**config.mk**
```make
export PLATFORM = sky130hd
export DESIGN_NAME = ping_pong_ctrl_flat
export DESIGN_NICKNAME = d
export VERILOG_FILES = /design/src/rtl/ping_pong_ctrl_if.sv /design/src/rtl/ping_pong_ctrl.sv /design/src/flat_wrapper.sv
export SDC_FILE = /design/constraint.sdc
export NUM_CORES = 1
export LEC_CHECK = 0
export ABC_AREA = 1
export BUFFER_PORTS_ARGS = -buffer_cell sky130_fd_sc_hd__buf_2
export CAP_MARGIN = 40
export CORE_MARGIN = 3
export CORE_UTILIZATION = 55
export CTS_BUF_LIST = sky130_fd_sc_hd__clkbuf_2
export DETAILED_ROUTE_END_ITERATION = 10
export GPL_TIMING_DRIVEN = 0
export PLACE_DENSITY = 0.89
export SLEW_MARGIN = 20
export SYNTH_ARGS = -nofsm -noshare
export SYNTH_HDL_FRONTEND = slang
export SYNTH_SLANG_ARGS = --single-unit
```
**constraint.sdc**
```tcl
create_clock -name clk -period 7.3 [get_ports clk]
set_clock_uncertainty 0.05 [all_clocks]
set_input_delay 1.46 -clock clk [delete_from_list [all_inputs] [get_ports clk]]
set_output_delay 1.46 -clock clk [all_outputs]
set_load 0.01 [all_outputs]
```
**src/rtl/ping_pong_ctrl_if.sv**
```systemverilog
// Producer/consumer stream bundle for ping_pong_ctrl.
// PP_CTRL_LAST_EN adds the in_last/out_last framing bits.
interface ping_pong_ctrl_if #(
  parameter int BIT_LENGTH = 64
);
  // valid/ready: a beat moves on a rising clk edge where valid and ready are both
  // high; the sender holds valid and its payload steady until that beat happens.
  logic                  in_valid;
  logic                  in_ready;
  logic [BIT_LENGTH-1:0] in_data;
  logic                  out_valid;
  logic                  out_ready;
  logic [BIT_LENGTH-1:0] out_data;
`ifdef PP_CTRL_LAST_EN
  logic                  in_last;
  logic                  out_last;
`endif

  modport slave (
`ifdef PP_CTRL_LAST_EN
    input  in_last,
    output out_last,
`endif
    input  in_valid,
    input  in_data,
    output in_ready,
    output out_valid,
    output out_data,
    input  out_ready
  );

  modport master (
`ifdef PP_CTRL_LAST_EN
    output in_last,
    input  out_last,
`endif
    output in_valid,
    output in_data,
    input  in_ready,
    input  out_valid,
    input  out_data,
    output out_ready
  );
endinterface

```
**src/rtl/ping_pong_ctrl.sv**
```systemverilog
// Double-buffer controller: fills one bank of an external dual-port RAM while the other
// drains through a 2-entry output FIFO. PP_CTRL_LAST_EN enables early bank close via in_last.
module ping_pong_ctrl #(
  parameter int BIT_LENGTH = 64,
  parameter int DEPTH      = 16
) (
  input  logic                     clk,
  input  logic                     rst_n,
  ping_pong_ctrl_if.slave          stream,
  output logic                     ena,
  output logic                     wea,
  output logic [$clog2(DEPTH)-1:0] addra,
  output logic [BIT_LENGTH-1:0]    dina,
  output logic                     enb,
  output logic [$clog2(DEPTH)-1:0] addrb,
  input  logic [BIT_LENGTH-1:0]    doutb,
  output logic                     ping_pong,
  output logic                     swap,
  output logic                     wr_state_dbg,
  output logic                     rd_state_dbg
);
  localparam int AW = $clog2(DEPTH);

  localparam logic [0:0] WR_FILL  = 1'b0;
  localparam logic [0:0] WR_FULL  = 1'b1;
  localparam logic [0:0] RD_IDLE  = 1'b0;
  localparam logic [0:0] RD_DRAIN = 1'b1;

  localparam logic [AW-1:0] LAST_IDX = AW'(DEPTH - 1);

  logic [0:0]            wr_state;
  logic [0:0]            rd_state;
  logic [AW-1:0]         wr_ptr;
  logic [AW-1:0]         rd_ptr;
  logic [AW-1:0]         bank_last;
  logic [AW-1:0]         rd_last;
  logic                  in_flight;
  logic [BIT_LENGTH-1:0] fifo_data [2];
  logic                  fifo_wr;
  logic                  fifo_rd;
  logic [1:0]            fifo_cnt;
  logic [1:0]            fifo_level;
  logic                  transfer;
  logic                  close_bank;
  logic                  pop;
  logic                  issue;
  logic [BIT_LENGTH-1:0] head;

  // Reset gating keeps in_ready low while rst_n is asserted even though the state is FILL.
  assign stream.in_ready = rst_n && (wr_state == WR_FILL);
  assign transfer        = stream.in_valid && stream.in_ready;

`ifdef PP_CTRL_LAST_EN
  assign close_bank = transfer && ((wr_ptr == LAST_IDX) || stream.in_last);
`else
  assign close_bank = transfer && (wr_ptr == LAST_IDX);
`endif

  assign swap = (wr_state == WR_FULL) && (rd_state == RD_IDLE) && !in_flight;

  // A word returning from the RAM is visible at once when the FIFO is empty, so the
  // first output appears two cycles after the swap instead of three.
  assign stream.out_valid = (fifo_cnt != 2'd0) || in_flight;
  assign pop              = stream.out_valid && stream.out_ready;
  assign head             = (fifo_cnt == 2'd0) ? doutb : fifo_data[fifo_rd];
  assign stream.out_data  = stream.out_valid ? head : '0;

  // Occupancy once this cycle's returning word and pop settle; issue only if room remains.
  assign fifo_level = fifo_cnt + {1'b0, in_flight} - {1'b0, pop};
  assign issue      = (rd_state == RD_DRAIN) && (fifo_level < 2'd2);

  assign ena          = transfer;
  assign wea          = transfer;
  assign addra        = wr_ptr;
  assign dina         = transfer ? stream.in_data : '0;
  assign enb          = issue;
  assign addrb        = rd_ptr;
  assign wr_state_dbg = wr_state;
  assign rd_state_dbg = rd_state;

  always_ff @(posedge clk or negedge rst_n) begin
    if (!rst_n) begin
      wr_state  <= WR_FILL;
      wr_ptr    <= '0;
      bank_last <= '0;
    end else begin
      if (transfer) wr_ptr <= close_bank ? '0 : wr_ptr + AW'(1);
      if (close_bank) begin
        wr_state  <= WR_FULL;
        bank_last <= wr_ptr;
      end else if (swap) begin
        wr_state <= WR_FILL;
      end
    end
  end

  always_ff @(posedge clk or negedge rst_n) begin
    if (!rst_n) begin
      rd_state  <= RD_IDLE;
      rd_ptr    <= '0;
      rd_last   <= '0;
      ping_pong <= 1'b0;
      in_flight <= 1'b0;
    end else begin
      in_flight <= issue;
      if (swap) begin
        rd_state  <= RD_DRAIN;
        rd_ptr    <= '0;
        rd_last   <= bank_last;
        ping_pong <= ~ping_pong;
      end else if (issue) begin
        rd_ptr <= rd_ptr + AW'(1);
        if (rd_ptr == rd_last) rd_state <= RD_IDLE;
      end
    end
  end

  always_ff @(posedge clk or negedge rst_n) begin
    if (!rst_n) begin
      fifo_wr  <= 1'b0;
      fifo_rd  <= 1'b0;
      fifo_cnt <= 2'd0;
    end else begin
      if (in_flight) fifo_wr <= ~fifo_wr;
      if (pop)       fifo_rd <= ~fifo_rd;
      fifo_cnt <= fifo_level;
    end
  end

  always_ff @(posedge clk) begin
    if (in_flight) fifo_data[fifo_wr] <= doutb;
  end

`ifdef PP_CTRL_LAST_EN
  logic bank_tag;
  logic rd_tag;
  logic flight_last;
  logic fifo_last [2];

  // Only a bank closed by in_last marks its final word with out_last.
  always_ff @(posedge clk or negedge rst_n) begin
    if (!rst_n) begin
      bank_tag    <= 1'b0;
      rd_tag      <= 1'b0;
      flight_last <= 1'b0;
    end else begin
      if (close_bank) bank_tag <= stream.in_last;
      if (swap)       rd_tag   <= bank_tag;
      flight_last <= issue && rd_tag && (rd_ptr == rd_last);
    end
  end

  always_ff @(posedge clk) begin
    if (in_flight) fifo_last[fifo_wr] <= flight_last;
  end

  assign stream.out_last = stream.out_valid &&
                           ((fifo_cnt == 2'd0) ? flight_last : fifo_last[fifo_rd]);
`endif
endmodule

```
**src/flat_wrapper.sv**
```systemverilog
// flat-port wrapper written by rule: the top's interface ports become plain ports
module ping_pong_ctrl_flat 
#(
  parameter int BIT_LENGTH = 64,
  parameter int DEPTH      = 16
)
  (clk, rst_n, ena, wea, addra, dina, enb, addrb, doutb, ping_pong, swap, wr_state_dbg, rd_state_dbg, stream_in_valid, stream_in_data, stream_in_ready, stream_out_valid, stream_out_data, stream_out_ready);
  ping_pong_ctrl_if #(.BIT_LENGTH(BIT_LENGTH)) stream_i ();
  input  logic clk;
  input  logic rst_n;
  output logic ena;
  output logic wea;
  output logic [$clog2(DEPTH)-1:0] addra;
  output logic [BIT_LENGTH-1:0] dina;
  output logic enb;
  output logic [$clog2(DEPTH)-1:0] addrb;
  input  logic [BIT_LENGTH-1:0] doutb;
  output logic ping_pong;
  output logic swap;
  output logic wr_state_dbg;
  output logic rd_state_dbg;
  input wire logic [$bits(stream_i.in_valid)-1:0] stream_in_valid;
  input wire logic [$bits(stream_i.in_data)-1:0] stream_in_data;
  output wire logic [$bits(stream_i.in_ready)-1:0] stream_in_ready;
  output wire logic [$bits(stream_i.out_valid)-1:0] stream_out_valid;
  output wire logic [$bits(stream_i.out_data)-1:0] stream_out_data;
  input wire logic [$bits(stream_i.out_ready)-1:0] stream_out_ready;
  assign stream_i.in_valid = stream_in_valid;
  assign stream_i.in_data = stream_in_data;
  assign stream_in_ready = stream_i.in_ready;
  assign stream_out_valid = stream_i.out_valid;
  assign stream_out_data = stream_i.out_data;
  assign stream_i.out_ready = stream_out_ready;
  ping_pong_ctrl #(.BIT_LENGTH(BIT_LENGTH), .DEPTH(DEPTH)) u_core (.clk(clk), .rst_n(rst_n), .stream(stream_i), .ena(ena), .wea(wea), .addra(addra), .dina(dina), .enb(enb), .addrb(addrb), .doutb(doutb), .ping_pong(ping_pong), .swap(swap), .wr_state_dbg(wr_state_dbg), .rd_state_dbg(rd_state_dbg));
endmodule
```
==> summary.txt <==
Status
  • Status: complete, no violations

Setup path
  • Crit path DAT: about 3.1 ns
  • Critical path class: in -> out
  • Worst endpoint required time: 5.79 ns
  • Crit Path Max Fanout: 25
  • Crit-path max cell delay: between 0.4 and 0.5 ns
  • Setup crit end kind: primary output
  • Worst Setup Start Kind: primary input
  • CP cell instances: buf_2 > inv_1 > nor2_2 > nand2_2 > buf_2 > buf_2 > nor2_1 > buf_2
  • Worst path slowest cell: buf_2
  • Most frequent cell on the critical path: buf_2

Power
  • Static leakage: slightly below 5 nW
  • Maximum VDD drop: approximately 0.28 mV
  • Total power: roughly 4.2 mW
  • Pwr dens: between 400 and 500 mW/mm^2

STA
  • Worst hold margin: 0.437 ns
  • Worst slew pin tran: 0.633 ns
  • Final period util: between 60 and 70%
  • Final Worst Setup Slack: between 2 and 3 ns
  • Setup TNS: 0 ns
  • Max_slew headroom: a little under 60%
  • Finish-stage setup viols: 0
  • RSZ-0062 raised after global routing: no
  • Final worst path period need: about 4.6 ns
  • Hold Fails Final Rpt: 0
  • Fmax: ~220 MHz
  • Fin. max-slew vios: 0

Clocking
  • Clock root cell: clkbuf_2
  • Resize count post-CTS: 0
  • Clk_lat worst skew: 0.66 ns
  • Worst-path clk slew: around 0.22 ns
  • H-tree depth: 4
  • Post-CTS Setup Inserts: 0
  • Clock tree from TritonCTS: done
  • Clk sinks: 152
  • Clk buf depth: 2
  • Inserted Clock Buffers: 17
  • Hold_buf cts: 0

Min path
  • Worst hold path class: reg -> reg

Yosys
  • Syn avg cell area: ~9.9 sq um
  • Ys Warns: 0
  • Mapped Area: 0.00742 sq mm
  • Area leader, netlist: edfxtp_1
  • Top post-synthesis cells by area: edfxtp_1 (52%), dfrtp_1 (8.1%), nand2_1 (8.0%)
  • Seq/Total Area, Yosys: 59.9%
  • Share of the synthesized area in the top cell type: approximately half
  • Mapped Cells: roughly 750
  • Syn nets: between 800 and 900
  • #FFs+latches synth: approximately 150
  • Yosys cell types: 26

Drt
  • Drt total wl: around 21 mm
  • Drt initial violations: between 500 and 600
  • Post-DR wirelength/cell: 17.2 microns
  • First-pass detailed-route iteration total: 5
  • Vias: 6314
  • Residual DRC: 0
  • ANT nets after route: 0
  • Vias per cell: a little over 5

Global route
  • Pin count of the biggest net entering global routing: 38
  • Grt ovf: 0
  • Initial antenna violation count: 4
  • First-pass GRT wire length: ~31 mm
  • All-Layer GR Usage: about 28%
  • Vias in the first global route: roughly 6000

Finish
  • Commonest non-fill, non-tap cell in the layout: buf_2
  • Multi-input gate area: 0.00206 sq mm
  • Most frequent cells in the layout: buf_2 (295), nand2_1 (159), inv_1 (146)
  • Register Area: 0.00444 sq mm
  • Final Core Density: 73.0%
  • Layout cells sized above 1: 35.8%
  • Fillers: between 800 and 900
  • P&R area growth vs syn: 26.8%
  • Final nets: around 1200

Place
  • Final HPWL DP: roughly 16 mm
  • Place WS: about 2.6 ns
  • Port Buffers: about 280
  • Gpl congestion: 0.962

Die
  • Std-Cell Rows: 41
  • # IOs: about 280
  • Die H: 122 microns
  • Initial Utilization: 57.6%
  • DIE WIDTH: about 120 microns
  • Total die area: approximately 0.015 sq mm
  • Floorplan core area: 0.0129 sq mm

Job
  • Max-Cap Viols: 0
## path summary, 6_finish.rpt
check / slack, ns / endpoint / cells after the start / startpoint
setup / recovery: 2.68 / dina[54] / 8 / rst_n
hold / removal: 0.44 / u_core.bank_last[3] / 2 / u_core.bank_last[3]
setup reg to reg: 5.00 / u_core.addrb[1] / 13 / u_core.in_flight
hold reg to reg: 0.44 / u_core.bank_last[3] / 2 / u_core.bank_last[3]
max in group asynchronous: 6.12 / u_core.fifo_rd / 1 / rst_n
min in group asynchronous: 0.68 / u_core.in_flight / 1 / rst_n
## metal layers
metal | GRT usage, % | wire [microns] | vias up
li1 | - | - | 3028
met1 | 33.8 | 7720 | 2909
met2 | 48.3 | 11000 | 349
met3 | 7.99 | 2110 | 26
met4 | 9.17 | 371 | 2
met5 | 0 | 13 | -
## final cells by class
cell class                 count  share of cell area [%]
antenna                        7                   0.186
buffer                        44                    3.82
clock buffer                  19                    1.01
clock inverter                12                    2.12
inverter                     150                    6.02
multi-input combinational    401                    21.9
sequential                   152                    47.3
tap                          172                    2.29
timing repair buffer         279                    15.4
## registers in the layout, indices dropped and copies added, names as in the netlist
signal	cells
u_core.fifo_cnt	2
u_core.rd_last	4
u_core.wr_state_dbg	1
u_core.addra	4
u_core.in_flight	1
u_core.ping_pong	1
u_core.bank_last	4
u_core.fifo_rd	1
u_core.rd_state_dbg	1
u_core.fifo_data	128
u_core.addrb	4
u_core.fifo_wr	1
## per-stage QoR
stage,instance area [sq um],std cells
global route,9390,1231
global placement,9010,1195
floorplan,7420,747
CTS,9380,1229
detailed placement,9090,1198
finish,9400,1236
## cell usage after synthesis
master and n:
buf_6 18, xnor2_1 1, nand3_1 73, o211ai_1 47, buf_12 1, buf_4 2
o21ai_0 4, nor3b_1 1, nand2_4 1, o211ai_2 17, buf_2 19, inv_2 3
buf_8 1, edfxtp_1 128, ha_1 4, clkbuf_1 3, nand2_1 159, nor3_4 1
nand2_2 1, dfrtp_1 24, o21ai_1 4, inv_1 147, a21oi_1 3, nor2_2 3
xor2_1 8, nor2_1 74
## logic make-up after synthesis
kind of cell	count (synthesis)	synth area share, %
AOI/OAI and AO/OA	75	8.37
adders and majority gates	4	0.675
buffers and inverters	194	12.4
DFF	152	59.9
and+or+nand+nor	313	17.5
xor gates and xnor gates	9	1.06
## power breakdown
group / leakage, nW / internal [mW] / switching (mW)
Clock: 0.164 / 0.259 / 0.291
Sequential: 1.48 / 1.28 / 0.117
Combinational: 3.24 / 0.862 / 1.35
## worst max-delay path, delay by kind of cell
family                 cells  cell delay, ns
buffers and inverters      5            1.14
and+or+nand+nor            3            0.50
Note: power is estimated with default switching activity, not from simulation.
